<file path="src/rtl/jtag_pkg.sv">
// Shared definitions for the JTAG-to-AHB bridge: instruction codes,
// AHB transfer encodings and the transfer sequencer state type.
package jtag_pkg;

    localparam logic [3:0] IR_BYPASS = 4'b0000;
    localparam logic [3:0] IR_IDCODE = 4'b1000;
    localparam logic [3:0] IR_ADDR   = 4'b0100;
    localparam logic [3:0] IR_WDATA  = 4'b1100;
    localparam logic [3:0] IR_RDATA  = 4'b0010;

    localparam logic [1:0] HTRANS_IDLE   = 2'b00;
    localparam logic [1:0] HTRANS_NONSEQ = 2'b10;

    typedef enum logic [1:0] {
        ST_IDLE,
        ST_ADDR,
        ST_DATA,
        ST_ERR
    } state_t;

endpackage

</file>
<file path="src/rtl/jtag_ahb_wdog.sv">
// Data-phase wait watchdog: counts HREADY-low cycles and flags the cycle
// in which the TIMEOUT-th consecutive wait occurs.
module jtag_ahb_wdog #(
    parameter int unsigned TIMEOUT = 255
) (
    input  logic clk,
    input  logic rst,
    input  logic clear,
    input  logic count,
    output logic expired
);

    localparam int unsigned CW = $clog2(TIMEOUT + 1);

    logic [CW-1:0] cnt;

    // expired is asserted during the TIMEOUT-th wait cycle so the sequencer
    // can abort on that same edge
    assign expired = count && (cnt == CW'(TIMEOUT - 1));

    // wait-cycle counter, held at zero outside the data/error phases
    always_ff @(posedge clk or posedge rst) begin
        if (rst) begin
            cnt <= '0;
        end else if (clear) begin
            cnt <= '0;
        end else if (count && !expired) begin
            cnt <= cnt + CW'(1);
        end
    end

endmodule

</file>
<file path="src/rtl/jtag_ahb_master.sv">
// Single-word AHB-Lite master driven by JTAG DR updates (ADDR/WDATA/RDATA).
// Optional build macro: JTAG_AHB_AUTOINC_EN (post-increment address by 4
// after each clean transfer).
module jtag_ahb_master
    import jtag_pkg::*;
#(
    parameter int unsigned ADDR_WIDTH = 32,
    parameter int unsigned DATA_WIDTH = 32,
    parameter int unsigned IR_SIZE    = 4,
    parameter int unsigned TIMEOUT    = 255
) (
    input  logic                  TCK,
    input  logic                  TRST,
    input  logic [IR_SIZE-1:0]    IR,
    input  logic                  UPDATE_DR,
    input  logic [DATA_WIDTH-1:0] DR_IN,
    output logic [DATA_WIDTH-1:0] RDATA,
    output logic [3:0]            STATUS,
    output logic [ADDR_WIDTH-1:0] HADDR,
    output logic                  HWRITE,
    output logic [1:0]            HTRANS,
    output logic [DATA_WIDTH-1:0] HWDATA,
    input  logic                  HREADY,
    input  logic                  HRESP,
    input  logic [DATA_WIDTH-1:0] HRDATA
);

    state_t                state, state_nxt;
    logic [ADDR_WIDTH-1:0] addr_q;
    logic [DATA_WIDTH-1:0] wdata_q;
    logic [DATA_WIDTH-1:0] rdata_q;
    logic                  write_q;
    logic                  err_q, ovr_q, to_q;
    logic                  cmd_addr, cmd_wr, cmd_rd;
    logic                  done_ok, done_err, done_to;
    logic                  in_wait_phase, wd_expired;

    assign in_wait_phase = (state == ST_DATA) || (state == ST_ERR);

    jtag_ahb_wdog #(.TIMEOUT(TIMEOUT)) u_wdog (
        .clk     (TCK),
        .rst     (TRST),
        .clear   (!in_wait_phase),
        .count   (in_wait_phase && !HREADY),
        .expired (wd_expired)
    );

    // instruction decode; updates are only accepted while idle
    always_comb begin
        cmd_addr = 1'b0;
        cmd_wr   = 1'b0;
        cmd_rd   = 1'b0;
        if (UPDATE_DR && (state == ST_IDLE)) begin
            case (IR)
                IR_SIZE'(IR_ADDR):   cmd_addr = 1'b1;
                IR_SIZE'(IR_WDATA):  cmd_wr   = 1'b1;
                IR_SIZE'(IR_RDATA):  cmd_rd   = 1'b1;
                IR_SIZE'(IR_BYPASS),
                IR_SIZE'(IR_IDCODE): ;
                default:             ;
            endcase
        end
    end

    // sequencer state register
    always_ff @(posedge TCK or posedge TRST) begin
        if (TRST) state <= ST_IDLE;
        else      state <= state_nxt;
    end

    // next-state, bus phase outputs and completion strobes
    always_comb begin
        state_nxt = state;
        HTRANS    = HTRANS_IDLE;
        HWRITE    = 1'b0;
        done_ok   = 1'b0;
        done_err  = 1'b0;
        done_to   = 1'b0;
        case (state)
            ST_IDLE: begin
                if (cmd_wr || cmd_rd) state_nxt = ST_ADDR;
            end
            ST_ADDR: begin
                HTRANS = HTRANS_NONSEQ;
                HWRITE = write_q;
                if (HREADY) state_nxt = ST_DATA;
            end
            ST_DATA: begin
                if (HREADY) begin
                    state_nxt = ST_IDLE;
                    done_ok   = 1'b1;
                end else if (wd_expired) begin
                    state_nxt = ST_IDLE;
                    done_to   = 1'b1;
                end else if (HRESP) begin
                    state_nxt = ST_ERR;
                end
            end
            ST_ERR: begin
                if (HREADY) begin
                    state_nxt = ST_IDLE;
                    done_err  = 1'b1;
                end else if (wd_expired) begin
                    state_nxt = ST_IDLE;
                    done_to   = 1'b1;
                end
            end
            default: state_nxt = ST_IDLE;
        endcase
    end

    // address/data holding registers, read capture and sticky status flags
    always_ff @(posedge TCK or posedge TRST) begin
        if (TRST) begin
            addr_q  <= '0;
            wdata_q <= '0;
            rdata_q <= '0;
            write_q <= 1'b0;
            err_q   <= 1'b0;
            ovr_q   <= 1'b0;
            to_q    <= 1'b0;
        end else begin
            if (cmd_addr) begin
                addr_q <= ADDR_WIDTH'(DR_IN);
                err_q  <= 1'b0;
                ovr_q  <= 1'b0;
                to_q   <= 1'b0;
            end
            if (cmd_wr) begin
                wdata_q <= DR_IN;
                write_q <= 1'b1;
            end
            if (cmd_rd) write_q <= 1'b0;
            if (UPDATE_DR && (state != ST_IDLE)) ovr_q <= 1'b1;
            if (done_ok && !write_q) rdata_q <= HRDATA;
            if (done_err) err_q <= 1'b1;
            if (done_to)  to_q  <= 1'b1;
`ifdef JTAG_AHB_AUTOINC_EN
            if (done_ok) addr_q <= addr_q + ADDR_WIDTH'(4);
`else
`endif
        end
    end

    assign HADDR  = addr_q;
    assign HWDATA = wdata_q;
    assign RDATA  = rdata_q;
    assign STATUS = {state != ST_IDLE, err_q, ovr_q, to_q};

endmodule
</file>
<file path="config.mk">
export PLATFORM = sky130hd
export DESIGN_NAME = jtag_ahb_master
export DESIGN_NICKNAME = d
export VERILOG_FILES = /design/src/rtl/jtag_pkg.sv /design/src/rtl/jtag_ahb_wdog.sv /design/src/rtl/jtag_ahb_master.sv
export SDC_FILE = /design/constraint.sdc
export NUM_CORES = 1
export LEC_CHECK = 0
export BUFFER_PORTS_ARGS = -buffer_cell sky130_fd_sc_hd__buf_4
export CAP_MARGIN = 20
export CORE_AREA = 5 5 113 115
export DETAILED_ROUTE_END_ITERATION = 12
export DIE_AREA = 0 0 118 120
export GPL_TIMING_DRIVEN = 0
export PLACE_DENSITY = 0.67
export SLEW_MARGIN = 10
export SYNTH_ARGS = -nofsm -noshare
export SYNTH_HDL_FRONTEND = slang
export SYNTH_HIERARCHICAL = 1
export SYNTH_SLANG_ARGS = --single-unit
</file>
<file path="constraint.sdc">
create_clock -name TCK -period 4.85 [get_ports TCK]
set_clock_uncertainty 0.15 [all_clocks]
set_input_delay 1.2125 -clock TCK [delete_from_list [all_inputs] [get_ports TCK]]
set_output_delay 1.2125 -clock TCK [all_outputs]
set_load 0.02 [all_outputs]
</file>
# After elaboration in Yosys (flattened, before gate mapping)
# Index checks and enable logic that the tools add are counted.
# totals
mem_bits_rw	0
elab_cells	71
regBits	110
rom_bits	0
latch_bits	0
n_memories	0
output_inout_bits	103
input_bits	73
# op_classes
reduce_logical	19
eq_ne	12
magnitude_cmp	0
bitwise	0
mux	30
shift	0
addsub	1
multipliers	0
div_mod_pow	0
# ops
op	n
$mux W1	19
$mux W2	8
$mux W8	2
$reduce_bool A2 Y1	5
$add A8 B1 Y8 const B	1
$eq A8 B8 Y1 const B	1
$pmux W2 S4	1
$logic_and A1 B1 Y1	6
$eq A2 B2 Y1 const B	2
$eq A4 B2 Y1 const B	1
$eq A4 B3 Y1 const B	1
$eq A4 B4 Y1 const B	1
$ne A2 B1 Y1 const B	2
$ne A4 B3 Y1 const B	1
$reduce_and A4 Y1	1
$logic_not A1 Y1	3
$ne A3 B2 Y1 const B	1
$eq A2 B1 Y1 const B	1
$logic_not A2 Y1	1
$logic_or A1 B1 Y1	2
$ne A2 B2 Y1 const B	1
$reduce_or A2 Y1	1

# Logic depth before layout (Yosys ltp)
# Gate-level depths: netlist of the first run.
# depth
word_depth	8
ltp_mapped	6
ltp_nobuf	6

# Modules after synthesis
# The synthesis of the first run kept the hierarchy.
# by_module_without_submodules
module	area_per_inst_um2	cells_per_inst	seq_area_each_um2	n_inst
jtag_ahb_master	4042.6	239	2552.4	1
jtag_ahb_wdog	499.2	50	200.2	1

# Worst setup path before layout of the first run
# Ideal clock, no wire load.
# synth_timing
path_kind	input to register
start	in IR[0]
end	reg addr_q[10], in the netlist HADDR[10]
path_buffers	2
setup_ns	0.125
path_stages	5
arrival_ns	2.765
slack_ns	1.810
t_required_ns	4.575
path_cell_list	or4b_4 or4b_4 buf_6 buf_12 mux2_4
# synth_via
elab_chain_cells	3
# synth_rtl
item	line_no	rtl
from (decl)	jtag_ahb_master.sv:14	input logic [IR_SIZE-1:0] IR,
$eq A4 B3 Y1	jtag_ahb_master.sv:54	case (IR)
$mux W1	jtag_ahb_master.sv:54	
$mux W1	jtag_ahb_master.sv:53	if (UPDATE_DR && (state == ST_IDLE)) begin
to (signal assigned)	jtag_ahb_master.sv:124	addr_q <= ADDR_WIDTH'(DR_IN);
to (decl)	jtag_ahb_master.sv:29	logic [ADDR_WIDTH-1:0] addr_q;
# Every way passes these cells.
# A chain may end at the register's enable or synchronous reset.

# Final worst setup path of the first run
# layout_timing
start	in IR[0]
end	reg wdata_q[18], in the netlist HWDATA[18]
# layout_via
elab_chain_cells	3
# layout_rtl
item	line_no	rtl
$eq A4 B4 Y1	jtag_ahb_master.sv:54	
$mux W1	jtag_ahb_master.sv:54	
$mux W1	jtag_ahb_master.sv:53	
to (signal assigned)	jtag_ahb_master.sv:116	wdata_q <= '0;
to (signal assigned)	jtag_ahb_master.sv:130	wdata_q <= DR_IN;
to (decl)	jtag_ahb_master.sv:30	logic [DATA_WIDTH-1:0] wdata_q;
# Every way passes these cells.

==> impl_summary.md, run 1 <==
Final layout
The number of antenna repair diodes is 0. Relative to the synthesized area, the layout overhead comes to 40.8%. In the layout the commonest cells are buf_4 (178), dfrtp_1 (110), mux2_2 (69).

The count of fill cells added during filler insertion is 996. The library cell used most frequently in the layout, excluding fill and tap cells, is buf_4. The share of post-route cells with drive strength above 1 is 64.4%. The final cell area excluding filler cells is 6400 sq um.

In the final design database the tool counted 550 nets. The filler-free cell count of the finished design is 627.

Placement
Including well taps, the total number of placed cells is 611. The post-place instance area is 6060 sq um. The HPWL reported at the end of detailed placement is 8230 um.

The final weighted congestion of routability-driven global placement is 0.749. The count of buffers added on input and output ports is 174.

Critical path
Tracing the worst setup path back leads to its startpoint at IR[0]. The worst register-to-register path has a setup slack of 2.30 ns. Of all nets on the critical path, the largest fanout is 10. The worst setup path endpoint is HWDATA[18]$_DFFE_PP0P_. The worst setup path is captured at a register. The origin of the critical flop-to-flop path is state[1]$_DFFE_PP0P_.

The endpoint required time on the critical path is 4.93 ns. The critical path is of the in2reg type. The kind of start point of the critical path is an input pin. The data arrival time of the critical path is 3.04 ns. In this run the critical register-to-register path is captured at HWDATA[18]$_DFFE_PP0P_. The depth of the worst register-to-register path is 6.

Global routing
The initial antenna violation count is 0. The total global-route track usage is 15.5%. The via count of the first global-routing pass was 3408.

The total overflow left after global routing is 0. The maximum number of pins on one net before global-route repair is 66. The wire length of the first global-routing pass is 17500 um.

Die
The chip width is 118 um. For this design the top-level I/O count stands at 176. The initial standard-cell utilization of the core is 38.8%.

The number of cell rows is 40. The die covers 14200 sq um. The die span in y is 120 um. The floorplan core area is 11700 sq um.

Clock network
The quantity of hold-fixing buffers added after cts is 0. The source-to-sink clock delay at the later pin of the worst-skew pair is 0.34 ns. The clock buffer count from CTS is 9.

After clock tree synthesis, the clock-pin slew on the worst setup and hold paths is 0.07 ns. Counting every sink on the clock net gives 110. Buffers added to address setup during post-CTS repair amount to 0. The TritonCTS clock tree is built. The cell at the root of the clock tree is clkbuf_16.

The H-tree generated during clock tree synthesis spans 3 levels. The number of buffers between clock root and the deepest sink is 2. The post-cts sizing count is 0.

Routing
After detailed routing, the total wire length is 10900 um. After detailed routing, the number of remaining DRC violations is 0. The count of vias placed by the detailed router is 3115. After detailed routing, the number of vias per cell comes to 4.97. The detail-routed net length per standard cell is 17.4 um. The first detailed-routing pass took 4 iterations. In this run the remaining antenna-violating nets after routing total 0. After the first detailed-routing iteration, the DRC count stood at 111.

Yosys
The synthesized design devotes to its leading area cell type 60.6% of total area. After synthesis the cells add up to 4540 sq um. The cell taking the most area after synthesis is dfrtp_1. The count of flip-flops with a built-in enable after synthesis is 0. The average cell area after synthesis is 15.7 sq um.

The warning count from the yosys run is 6. The count of unique library cells instantiated by Yosys is 37. Counting every net in the synthesized netlist gives 364.

For this run, asynchronously set or reset flops after synthesis account for 100%. In the post-synthesis netlist, the biggest area contributors are dfrtp_1 (61%), mux2_2 (17%), mux2_4 (9.6%), buf_12 (0.88%), a21oi_1 (0.77%). Synthesis produced a netlist whose cell count is 289.

The proportion of synthesized chip area in sequential cells is 60.6%. In the synthesized netlist the dominant register cell turns out to be dfrtp_1. The synthesis-stage register bit count is 110.

Timing
The final hold violation count is 0. The fmax is 338 MHz. Dividing the final minimum period by the clock period gives 61.1%. The count of final max-slew check failures is 0. Setup violations remaining at the end of the flow were counted as 0. Setup repair after global routing left no endpoint under its margin. For the pin with the worst max-slew slack, the measured transition is 0.856 ns. The worst path needs 2.96 ns of the cycle, external delays included.

The headroom to the max-slew limit is 42.5%.

Status
The flow ran to the end, and the final reports show no timing, DRC or antenna violations.

Pwr
Power spread over the standard cell area amounts to 482 nW/um^2. Summed over all cells, the static leakage comes to 3.28 nW. Power comes to 3.08 mW. The peak supply drop is 0.229 mV.

Hold path
The startpoint identified for the worst hold timing path is err_q$_DFFE_PP0P_. The hold path depth is 1. The min-delay analysis places its worst path in the category reg2reg.

Run
The tool flagged a number of max-cap violations equal to 0.
-- per-stage QoR --
step           TNS [ns]  setup slack [ns]  hold slack [ns]  utilization, %
2_1_floorplan         0             0.812            0.314               -
3_3_place_gp     -42.71            -0.426            0.328            51.5
3_5_place_dp          0              1.49            0.332            51.8
4_1_cts               0              1.86            0.348            54.6
5_1_grt               0              1.79            0.376            54.6
6_report              0              1.89            0.344            54.6
-- per-layer routing --
layer | GRT usage [%] | share of wire [%] | routed length [um]
met1 | 17.4 | 39 | 4240
met2 | 24.7 | 47 | 5170
met3 | 8.20 | 11 | 1240
met4 | 6.31 | 2.6 | 284
met5 | 0 | 0 | 0
-- how the worst min path moves through the flow --
| stage | to | slack (ns) |
|---|---|---|
| 2_1_floorplan | err_q$_DFFE_PP0P_ | 0.31 |
| 3_3_place_gp | err_q$_DFFE_PP0P_ | 0.33 |
| 3_5_place_dp | err_q$_DFFE_PP0P_ | 0.33 |
| 4_1_cts | err_q$_DFFE_PP0P_ | 0.35 |
| 5_1_grt | HWDATA[8]$_DFFE_PP0P_ | 0.38 |
| 6_report | err_q$_DFFE_PP0P_ | 0.34 |
-- sequential cells by signal, summed over array words and instances, names as in the netlist --
register / count
write_q: 1
state: 2
ovr_q: 1
RDATA: 32
u_wdog/cnt: 8
HADDR: 32
to_q: 1
err_q: 1
HWDATA: 32
-- where the power goes --
part / internal [mW] / switching (mW) / leakage [nW] / total [mW]
registers: 1.13 / 0.123 / 1.41 / 1.26
clock network: 0.481 / 0.330 / 0.162 / 0.811
logic: 0.522 / 0.490 / 1.70 / 1.01
total: 2.14 / 0.943 / 3.28 / 3.08
-- worst max-delay path, cell delays in order --
cell      delay (ns)
buf_4           0.11
or4b_4          0.51
and2b_1         0.21
clkbuf_1        0.28
buf_2           0.34
mux2_2          0.38
-- final cells by class --
class	instances	area, sq um	area share, %
repair buffers	175	1330	20.9
well taps	147	184	2.88
clock buffers	11	253	3.95
multi-input cells	156	1620	25.3
inverters	5	21.3	0.333
flip-flops and latches	110	2750	43.0
clock inverters	5	81.3	1.27
plain buffers	18	153	2.39
-- logic make-up after synthesis --
kind of cell    count (synthesis)  share of synthesized area, %
compound gates                 24                          4.22
other cells                     1                        0.0826
flops                         110                          60.6
buf+inv                        23                          3.77
simple gates                   31                          4.08
fa+ha+maj                       2                         0.551
mux                            98                          26.7
-- synthesized netlist by cell type, types with 2 or more instances --
| master | n |
|---|---|
| buf_6 | 3 |
| clkbuf_1 | 4 |
| nor3_1 | 4 |
| a22o_1 | 3 |
| a311oi_1 | 2 |
| buf_12 | 2 |
| buf_2 | 3 |
| buf_4 | 4 |
| inv_1 | 5 |
| nor2_1 | 6 |
| a211o_1 | 2 |
| dfrtp_1 | 110 |
| mux2_4 | 29 |
| a211oi_1 | 4 |
| a21boi_0 | 2 |
| nor2b_1 | 2 |
| nand2_1 | 3 |
| ha_1 | 2 |
| and3_1 | 4 |
| mux2_2 | 69 |
| or4b_4 | 2 |
| nand3_1 | 3 |
| a21oi_1 | 7 |
Power figures use the tool's default switching activity.
==> inputs of run 2 (changes only) <==
--- a/config.mk
+++ b/config.mk
@@ -5,13 +5,14 @@
 export SDC_FILE = /design/constraint.sdc
 export NUM_CORES = 1
 export LEC_CHECK = 0
+export ABC_AREA = 1
 export BUFFER_PORTS_ARGS = -buffer_cell sky130_fd_sc_hd__buf_4
 export CAP_MARGIN = 20
-export CORE_AREA = 5 5 113 115
+export CORE_AREA = 5 5 116 118
 export DETAILED_ROUTE_END_ITERATION = 12
-export DIE_AREA = 0 0 118 120
+export DIE_AREA = 0 0 121 123
 export GPL_TIMING_DRIVEN = 0
-export PLACE_DENSITY = 0.67
+export PLACE_DENSITY = 0.69
 export SLEW_MARGIN = 10
 export SYNTH_ARGS = -nofsm -noshare
 export SYNTH_HDL_FRONTEND = slang
==> constraint.sdc (replaced) <==
create_clock -name TCK -period 2.4 [get_ports TCK]
set_clock_uncertainty 0.15 [all_clocks]
set_input_delay 0.6 -clock TCK [delete_from_list [all_inputs] [get_ports TCK]]
set_output_delay 0.6 -clock TCK [all_outputs]
set_load 0.02 [all_outputs]
==> impl_summary.md, run 2 <==
Status
Result of the run: completed (unchanged).

Yosys
The most common cell in the netlist was nand2_1 (was dfrtp_1). The most common flop cell mapped by yosys is dfrtp_1 (unchanged). The cell taking the most area after synthesis is dfrtp_1 (unchanged). The average cell area after synthesis is 8.76 sq um (was 15.7 sq um). The warning count from the yosys run is 6 (unchanged). The fraction of post-synthesis cell area in the top cell type by area came to 57.2% (was 60.6%). The proportion of register bits with asynchronous set or reset after synthesis was 100% (unchanged). The net count after synthesis is 624 (was 364). The count of unique library cells instantiated by Yosys was 29 (was 37). The gate count after technology mapping came to 549 (was 289). The proportion of synthesized chip area in sequential cells is 57.2% (was 60.6%). Commonest cells in the synthesized netlist: nand2_1 (198), dfrtp_1 (110), nand3_1 (74) (was dfrtp_1 (110), mux2_2 (69), mux2_4 (29)). The netlist area before placement is 4810 sq um (was 4540 sq um). Synth area leaders: dfrtp_1 (57%), nand2_1 (15%), nand3_1 (7.7%), inv_1 (3.9%), o21ai_0 (3.7%) (was dfrtp_1 (61%), mux2_2 (17%), mux2_4 (9.6%), buf_12 (0.88%), a21oi_1 (0.77%)). The count of flip-flops with a built-in enable after synthesis is 0 (unchanged). The synthesis-stage register bit count came to 110 (unchanged).

Pwr
The reported leakage power is 3.70 nW (was 3.28 nW). The total power density per cell area is 1180 nW/um^2 (was 482 nW/um^2). The total power after layout is 7.80 mW (was 3.08 mW).

The peak supply drop came to 0.470 mV (was 0.229 mV).

Critical path
The endpoint required time on the critical path is 2.54 ns (was 4.93 ns). The maximum fanout along the worst path is 8 (was 10). The largest stage delay on the critical path was 0.38 ns (was 0.51 ns). The worst-path cell with the longest stage delay is nor2_1 (was or4b_4). Chain of cells forming the critical path: buf_6 > clkinv_4 > nor2_1 > inv_1 > nor2_1 > nand2_1 > nand2_1 > nor2_1 > a21oi_1 > nand3_1 > nand2_1 (was buf_4 > or4b_4 > and2b_1 > clkbuf_1 > buf_2 > mux2_2). The data arrival time of the critical path is 2.27 ns (was 3.04 ns). The slack of the worst reg-to-reg path is 0.26 ns (was 2.30 ns). The category of the critical setup timing path is reg2reg (was in2reg). The kind of end point of the critical path is a register (unchanged). The kind of start point of the critical path was a register (was input pin).

Die
The die span in y is 123 um (was 120 um). The number of cell rows is 41 (was 40). The initial standard-cell utilization of the core is 38.9% (was 38.8%). The area of the die is 14900 sq um (was 14200 sq um). The floorplan core area is 12400 sq um (was 11700 sq um). The chip width is 121 um (was 118 um).

The number of top-level pins is 176 (unchanged).

Clock network
The cell at the root of the clock tree is clkbuf_16 (unchanged). The clock buffer count from CTS is 9 (unchanged). The number of levels the H-tree was split into is 3 (unchanged). The post-cts sizing count is 0 (unchanged). The TritonCTS clock tree is built (unchanged). The quantity of hold-fixing buffers added after cts is 0 (unchanged). The clock net sink count is 110 (unchanged).

The source-to-sink clock delay at the later pin of the worst-skew pair is 0.35 ns (was 0.34 ns). The number of post-CTS setup repair buffers came to 0 (unchanged). The number of buffers between clock root and the deepest sink is 2 (unchanged). The CTS clock-pin slew for the worst setup and hold paths was 0.07 ns (about the same).

Timing
The slew at the pin closest to its max-slew limit came to 0.690 ns (was 0.856 ns). The final hold slack is 0.0772 ns (was 0.344 ns). The final hold violation count is 0 (unchanged).

The final-report setup violation count is 0 (unchanged). The count of final max-slew check failures was 0 (unchanged). The fmax is 468 MHz. The accumulated negative setup slack is 0 ns (unchanged). Unrepaired setup endpoints after global routing: false (unchanged). The final critical path takes up 89.0% of the cycle. The shortest clock period the worst path allows after layout is 2.14 ns. The headroom to the max-slew limit is 53.9% (was 42.5%).

Final layout
The number of nets in the final layout is 811 (was 550). The final cell area excluding filler cells is 6630 sq um (was 6400 sq um). The number of antenna repair diodes is 0 (unchanged). The area overhead of the layout relative to synthesis is 37.9% (was 40.8%). Top library cells by usage in the layout, fill and taps aside: nand2_1 (198), buf_4 (181), dfrtp_1 (110) (was buf_4 (178), dfrtp_1 (110), mux2_2 (69)).

The most common cell after layout, fill and taps aside is nand2_1 (was buf_4). The final core utilization is 53.6% (was 54.6%). The share of post-route cells with drive strength above 1 was 31.8% (was 64.4%).

Global routing
The maximum number of pins on one net before global-route repair is 40 (was 66). The initial antenna violation count is 0 (unchanged). The total global-route track usage came to 17.1% (was 15.5%).

The total grt overflow is 0 (unchanged). The wire length of the first global-routing pass was 20300 um (was 17500 um). The via count of the first global-routing pass is 4101 (was 3408).

Placement
The final weighted congestion of routability-driven global placement was 0.858 (was 0.749). The HPWL reported at the end of detailed placement is 9940 um (was 8230 um). The post-place instance area is 6370 sq um (was 6060 sq um). The number of I/O port buffers is 174 (unchanged).

Run
The number of max-capacitance violations reported came to 0 (unchanged).

Routing
The remaining antenna violation count is 0 (unchanged). The number of DRC markers after the initial detailed-route iteration is 368 (was 111). The count of vias placed by the detailed router is 4270 (was 3115). The number of vias per cell after detailed routing is 4.69 (was 4.97). The residual DRC count is 0 (unchanged).

The first-pass iteration count of the detailed router is 5 (was 4). The detail-routed net length per standard cell is 14.1 um (was 17.4 um). The post-detailed-routing wire length is 12800 um (was 10900 um).

Hold path
The kind of path behind the tightest hold check was in2async (was reg2reg).
[run 2: cell count changes in the layout (fill, tap and decap cells not counted), sizes merged, moves of 15 or more]
cell / change
o21ai: +37
nand3: +71
nor2: +15
nand2: +202
buf: +15
inv: +45
mux2: -98
[run 2: layout make-up]
type / instances / area (sq um)
Buffer: 31 / 223
Clock buffer: 10 / 229
Clock inverter: 4 / 26.3
Fill cell: 1148 / 5730
Inverter: 54 / 221
Multi-Input combinational cell: 354 / 1620
Sequential cell: 110 / 2750
Tap cell: 172 / 215
Timing Repair Buffer: 176 / 1350
[run 2: worst max-delay path: cells and delay by family (launching register included)]
| family | cells | cell delay, ns |
|---|---|---|
| DFF | 1 | 0.34 |
| buffers and inverters | 3 | 0.36 |
| and+or+nand+nor | 7 | 1.06 |
| AOI/OAI and AO/OA | 1 | 0.18 |
[run 2: routing by layer]
metal | wire length [um] | global-route usage (%) | vias up
li1 | - | - | 2089
met1 | 5320 | 22.1 | 1985
met2 | 5940 | 27.1 | 182
met3 | 1340 | 5.17 | 14
met4 | 213 | 6.59 | 0
met5 | 0 | 0 | -
[run 2: final timing paths]
kind                                 startpoint                        end  cells past startpoint
max in group asynchronous                  TRST     HWDATA[20]$_DFFE_PP0P_                      3
hold / removal                             TRST  u_wdog/cnt[1]$_DFFE_PP0P_                      2
hold reg to reg                to_q$_DFFE_PP0P_           to_q$_DFFE_PP0P_                      2
setup reg to reg           state[1]$_DFFE_PP0P_       state[1]$_DFFE_PP0P_                     11
min in group TCK               to_q$_DFFE_PP0P_           to_q$_DFFE_PP0P_                      2
setup / recovery           state[1]$_DFFE_PP0P_       state[1]$_DFFE_PP0P_                     11
[run 2: cells by family (layout without fill, tap and decap cells)]
family                     count (synthesis)  count (layout)  share of synthesized area (%)
DFF                                      110             110                           57.2
buffers and inverters                     85             275                           9.16
xor gates and xnor gates                   2               2                          0.364
AOI/OAI and AO/OA                         42              42                           4.50
and+or+nand+nor                          307             307                           28.1
other                                      1               1                         0.0780
adders and majority gates                  2               2                          0.520
[run 2: power by group]
part | switching (mW) | internal (mW) | total (mW)
Combinational | 1.99 | 1.43 | 3.42
Clock | 0.653 | 0.691 | 1.34
Sequential | 0.455 | 2.58 | 3.04
Total | 3.10 | 4.70 | 7.80
[run 2: through the flow]
stage | cells | setup slack [ns]
CTS | 911 | 0.275
finish | 911 | 0.263
global placement | 895 | -0.244
global route | 911 | 0.0154
floorplan | 549 | 0.432
detailed placement | 897 | 0.105
==> inputs of run 3 (changes only) <==
--- a/config.mk
+++ b/config.mk
@@ -5,14 +5,16 @@
 export SDC_FILE = /design/constraint.sdc
 export NUM_CORES = 1
 export LEC_CHECK = 0
-export ABC_AREA = 1
+export ABC_AREA = 0
 export BUFFER_PORTS_ARGS = -buffer_cell sky130_fd_sc_hd__buf_4
-export CAP_MARGIN = 20
-export CORE_AREA = 5 5 116 118
+export CAP_MARGIN = 30
+export CELL_PAD_IN_SITES_DETAIL_PLACEMENT = 0
+export CELL_PAD_IN_SITES_GLOBAL_PLACEMENT = 1
+export CORE_AREA = 5 5 120 122
 export DETAILED_ROUTE_END_ITERATION = 12
-export DIE_AREA = 0 0 121 123
+export DIE_AREA = 0 0 125 127
 export GPL_TIMING_DRIVEN = 0
-export PLACE_DENSITY = 0.69
+export PLACE_DENSITY_LB_ADDON = 0.1
 export SLEW_MARGIN = 10
 export SYNTH_ARGS = -nofsm -noshare
 export SYNTH_HDL_FRONTEND = slang
==> impl_summary.md, run 3 (synthesized netlist as in run 1, its figures left out) <==
Routing
The post-detailed-routing wire length is 11100 um (was 12800 um). The count of vias placed by the detailed router was 3085 (was 4270). The first-pass iteration count of the detailed router is 4 (was 5). The remaining antenna violation count came to 0 (unchanged). The number of DRC markers after the initial detailed-route iteration is 174 (was 368). The number of vias per cell after detailed routing is 4.67 (was 4.69).

The residual DRC count was 0 (unchanged). The detail-routed net length per standard cell was 16.8 um (was 14.1 um).

Critical path
The largest stage delay on the critical path is 0.55 ns (was 0.38 ns). The number of buffer and inverter instances along the worst setup path is 3 (unchanged). The family of cells with the greatest summed delay on the critical path is simple AND/OR/NAND/NOR gates (unchanged). The origin of the critical flop-to-flop path was state[0]$_DFFE_PP0P_ (was state[1]$_DFFE_PP0P_). The launching instance or port of the critical path is IR[0] (was state[1]$_DFFE_PP0P_). The worst-path cell with the longest stage delay was or4b_4 (was nor2_1). The maximum fanout along the worst path came to 10 (was 8). The endpoint required time on the critical path is 2.48 ns (was 2.54 ns). The kind of start point of the critical path is an input pin (was register). Chain of cells forming the critical path: buf_4 > or4b_4 > or4b_4 > buf_12 > buf_12 > mux2_4 (was buf_6 > clkinv_4 > nor2_1 > inv_1 > nor2_1 > nand2_1 > nand2_1 > nor2_1 > a21oi_1 > nand3_1 > nand2_1). The category of the critical setup timing path is in2reg (was reg2reg).

The kind of end point of the critical path was a register (unchanged). The depth of the worst register-to-register path is 5 (was 11). The slack of the worst reg-to-reg path was 0.06 ns (was 0.26 ns). The critical register-to-register path endpoint was HADDR[22]$_DFFE_PP0P_ (was state[1]$_DFFE_PP0P_). The data arrival time of the critical path came to 2.43 ns (was 2.27 ns).

Final layout
The area overhead of the layout relative to synthesis came to 42.9% (was 37.9%). The total area of sequential cells is 2750 sq um (about the same). Top library cells by usage in the layout, fill and taps aside: buf_4 (185), dfrtp_1 (109), mux2_2 (69) (was nand2_1 (198), buf_4 (181), dfrtp_1 (110)). The share of post-route cells with drive strength above 1 was 64.5% (was 31.8%). The total area of multi-input combinational cells is 1620 sq um (about the same).

The number of antenna repair diodes is 0 (unchanged). The most common cell after layout, fill and taps aside was buf_4 (was nand2_1). The count of fill cells added during filler insertion is 1173 (was 1148). The number of nets in the final layout is 555 (was 811).

Clock network
The CTS clock-pin slew for the worst setup and hold paths is 0.07 ns (about the same). The number of buffers between clock root and the deepest sink is 2 (unchanged). The clock net sink count is 110 (unchanged).

The clock buffer count from CTS is 9 (unchanged). The cell at the root of the clock tree is clkbuf_16 (unchanged). The number of levels the H-tree was split into is 3 (unchanged). The quantity of hold-fixing buffers added after cts is 0 (unchanged). The source-to-sink clock delay at the later pin of the worst-skew pair is 0.34 ns (was 0.35 ns). The TritonCTS clock tree was built (unchanged).

Pwr
The total power density per cell area is 934 nW/um^2 (was 1180 nW/um^2). The combinational fraction of design power was 34.0% (was 43.8%). The switching share of power is 31.2% (was 39.7%). The net switching component of the power is 1.89 mW (was 3.10 mW). The power share of the sequential group is 41.8% (was 39.0%).

The peak supply drop is 0.511 mV (was 0.470 mV). The internal power is 4.17 mW (was 4.70 mW). The reported leakage power is 3.30 nW (was 3.70 nW). The portion of total power attributed to the clock network is 24.2% (was 17.2%). The total power after layout came to 6.06 mW (was 7.80 mW).

Global routing
The total global-route track usage came to 14.2% (was 17.1%). The initial antenna violation count was 0 (unchanged). The via count of the first global-routing pass is 3296 (was 4101). The total grt overflow is 0 (unchanged). The wire length of the first global-routing pass came to 17800 um (was 20300 um). The maximum number of pins on one net before global-route repair is 35 (was 40).

Timing
The final hold violation count is 0 (unchanged). The final worst slack is 0.0566 ns (was 0.263 ns). Unrepaired setup endpoints after global routing: false (unchanged).

The headroom to the max-slew limit is 57.0% (was 53.9%). The final-report setup violation count is 0 (unchanged). The count of final max-slew check failures came to 0 (unchanged).

The final period utilization is 97.6% (was 89.0%). The shortest clock period the worst path allows after layout is 2.34 ns (was 2.14 ns). The fmax is 427 MHz (was 468 MHz). The slew at the pin closest to its max-slew limit is 0.640 ns (was 0.690 ns).

Die
The initial standard-cell utilization of the core is 34.7% (was 38.9%). The number of top-level pins came to 176 (unchanged). The number of cell rows was 42 (was 41).

The chip width is 125 um (was 121 um). The area of the die is 15900 sq um (was 14900 sq um). The floorplan core area is 13100 sq um (was 12400 sq um). The die span in y is 127 um (was 123 um).

Placement
The worst slack after detailed placement is -0.379 ns (was 0.105 ns). The number of I/O port buffers is 174 (unchanged). The HPWL reported at the end of detailed placement was 8270 um (was 9940 um). The final weighted congestion of routability-driven global placement is 0.707 (was 0.858).

Hold path
The kind of path behind the tightest hold check was in2async (unchanged).

Status
Result of the run: completed (unchanged).

Run
The number of max-capacitance violations reported came to 0 (unchanged).
-- run 3: area by class of cell --
cell class,count,area share (%)
Tap cell,176,3.39
Multi-Input combinational cell,156,24.9
Clock buffer,12,3.64
Inverter,5,0.347
Clock inverter,4,0.733
Timing Repair Buffer,182,22.1
Buffer,16,2.45
Sequential cell,110,42.4
-- run 3: routing by layer --
metal / share of wire (%) / vias to the layer above / global-route usage, % / wire length (um)
met2: 48 / 116 / 22.0 / 5280
met4: 2.2 / 0 / 5.55 / 240
met1: 41 / 1548 / 17.2 / 4570
li1: - / 1407 / - / -
met5: 0 / - / 0 / 0
met3: 9.1 / 14 / 6.59 / 1010
-- run 3: worst max-delay path by stage --
| stage | endpoint | cells past startpoint |
|---|---|---|
| global placement | HWDATA[23]$_DFFE_PP0P_ | 2 |
| global route | RDATA[27]$_DFFE_PP0P_ | 4 |
| floorplan | HADDR[10]$_DFFE_PP0P_ | 5 |
| CTS | HADDR[22]$_DFFE_PP0P_ | 5 |
| detailed placement | HWDATA[7]$_DFFE_PP0P_ | 6 |
| finish | HADDR[22]$_DFFE_PP0P_ | 6 |
-- run 3: power by group through the flow --
stage          logic, mW  clock network (mW)  registers, mW
5_1_grt             2.19                1.61           2.59
4_1_cts             2.10                1.54           2.53
6_report            2.06                1.47           2.53
3_5_place_dp        2.09                   0           2.56
3_3_place_gp        2.06                   0           2.55
2_1_floorplan      0.587                   0           3.07
-- run 3: per-stage QoR --
| step | utilization (%) | hold slack [ns] | setup TNS, ns | cell area [sq um] | std cells |
|---|---|---|---|---|---|
| 3_3_place_gp | 46.4 | 0.335 | -52.63 | 6070 | 639 |
| 5_1_grt | 49.6 | 0.0973 | 0 | 6490 | 661 |
| 6_report | 49.6 | 0.0805 | 0 | 6490 | 661 |
| 3_5_place_dp | 46.9 | 0.339 | -19.16 | 6140 | 642 |
| 4_1_cts | 49.6 | 0.0710 | 0 | 6490 | 661 |
| 2_1_floorplan | - | 0.266 | -0.732 | 4550 | 289 |
-- run 3: what timing repair did --
action	in CTS	in global routing
setup endpoints to repair	56	0
resized for setup	8	0
buffers inserted	4	0
hold endpoints to repair	0	0
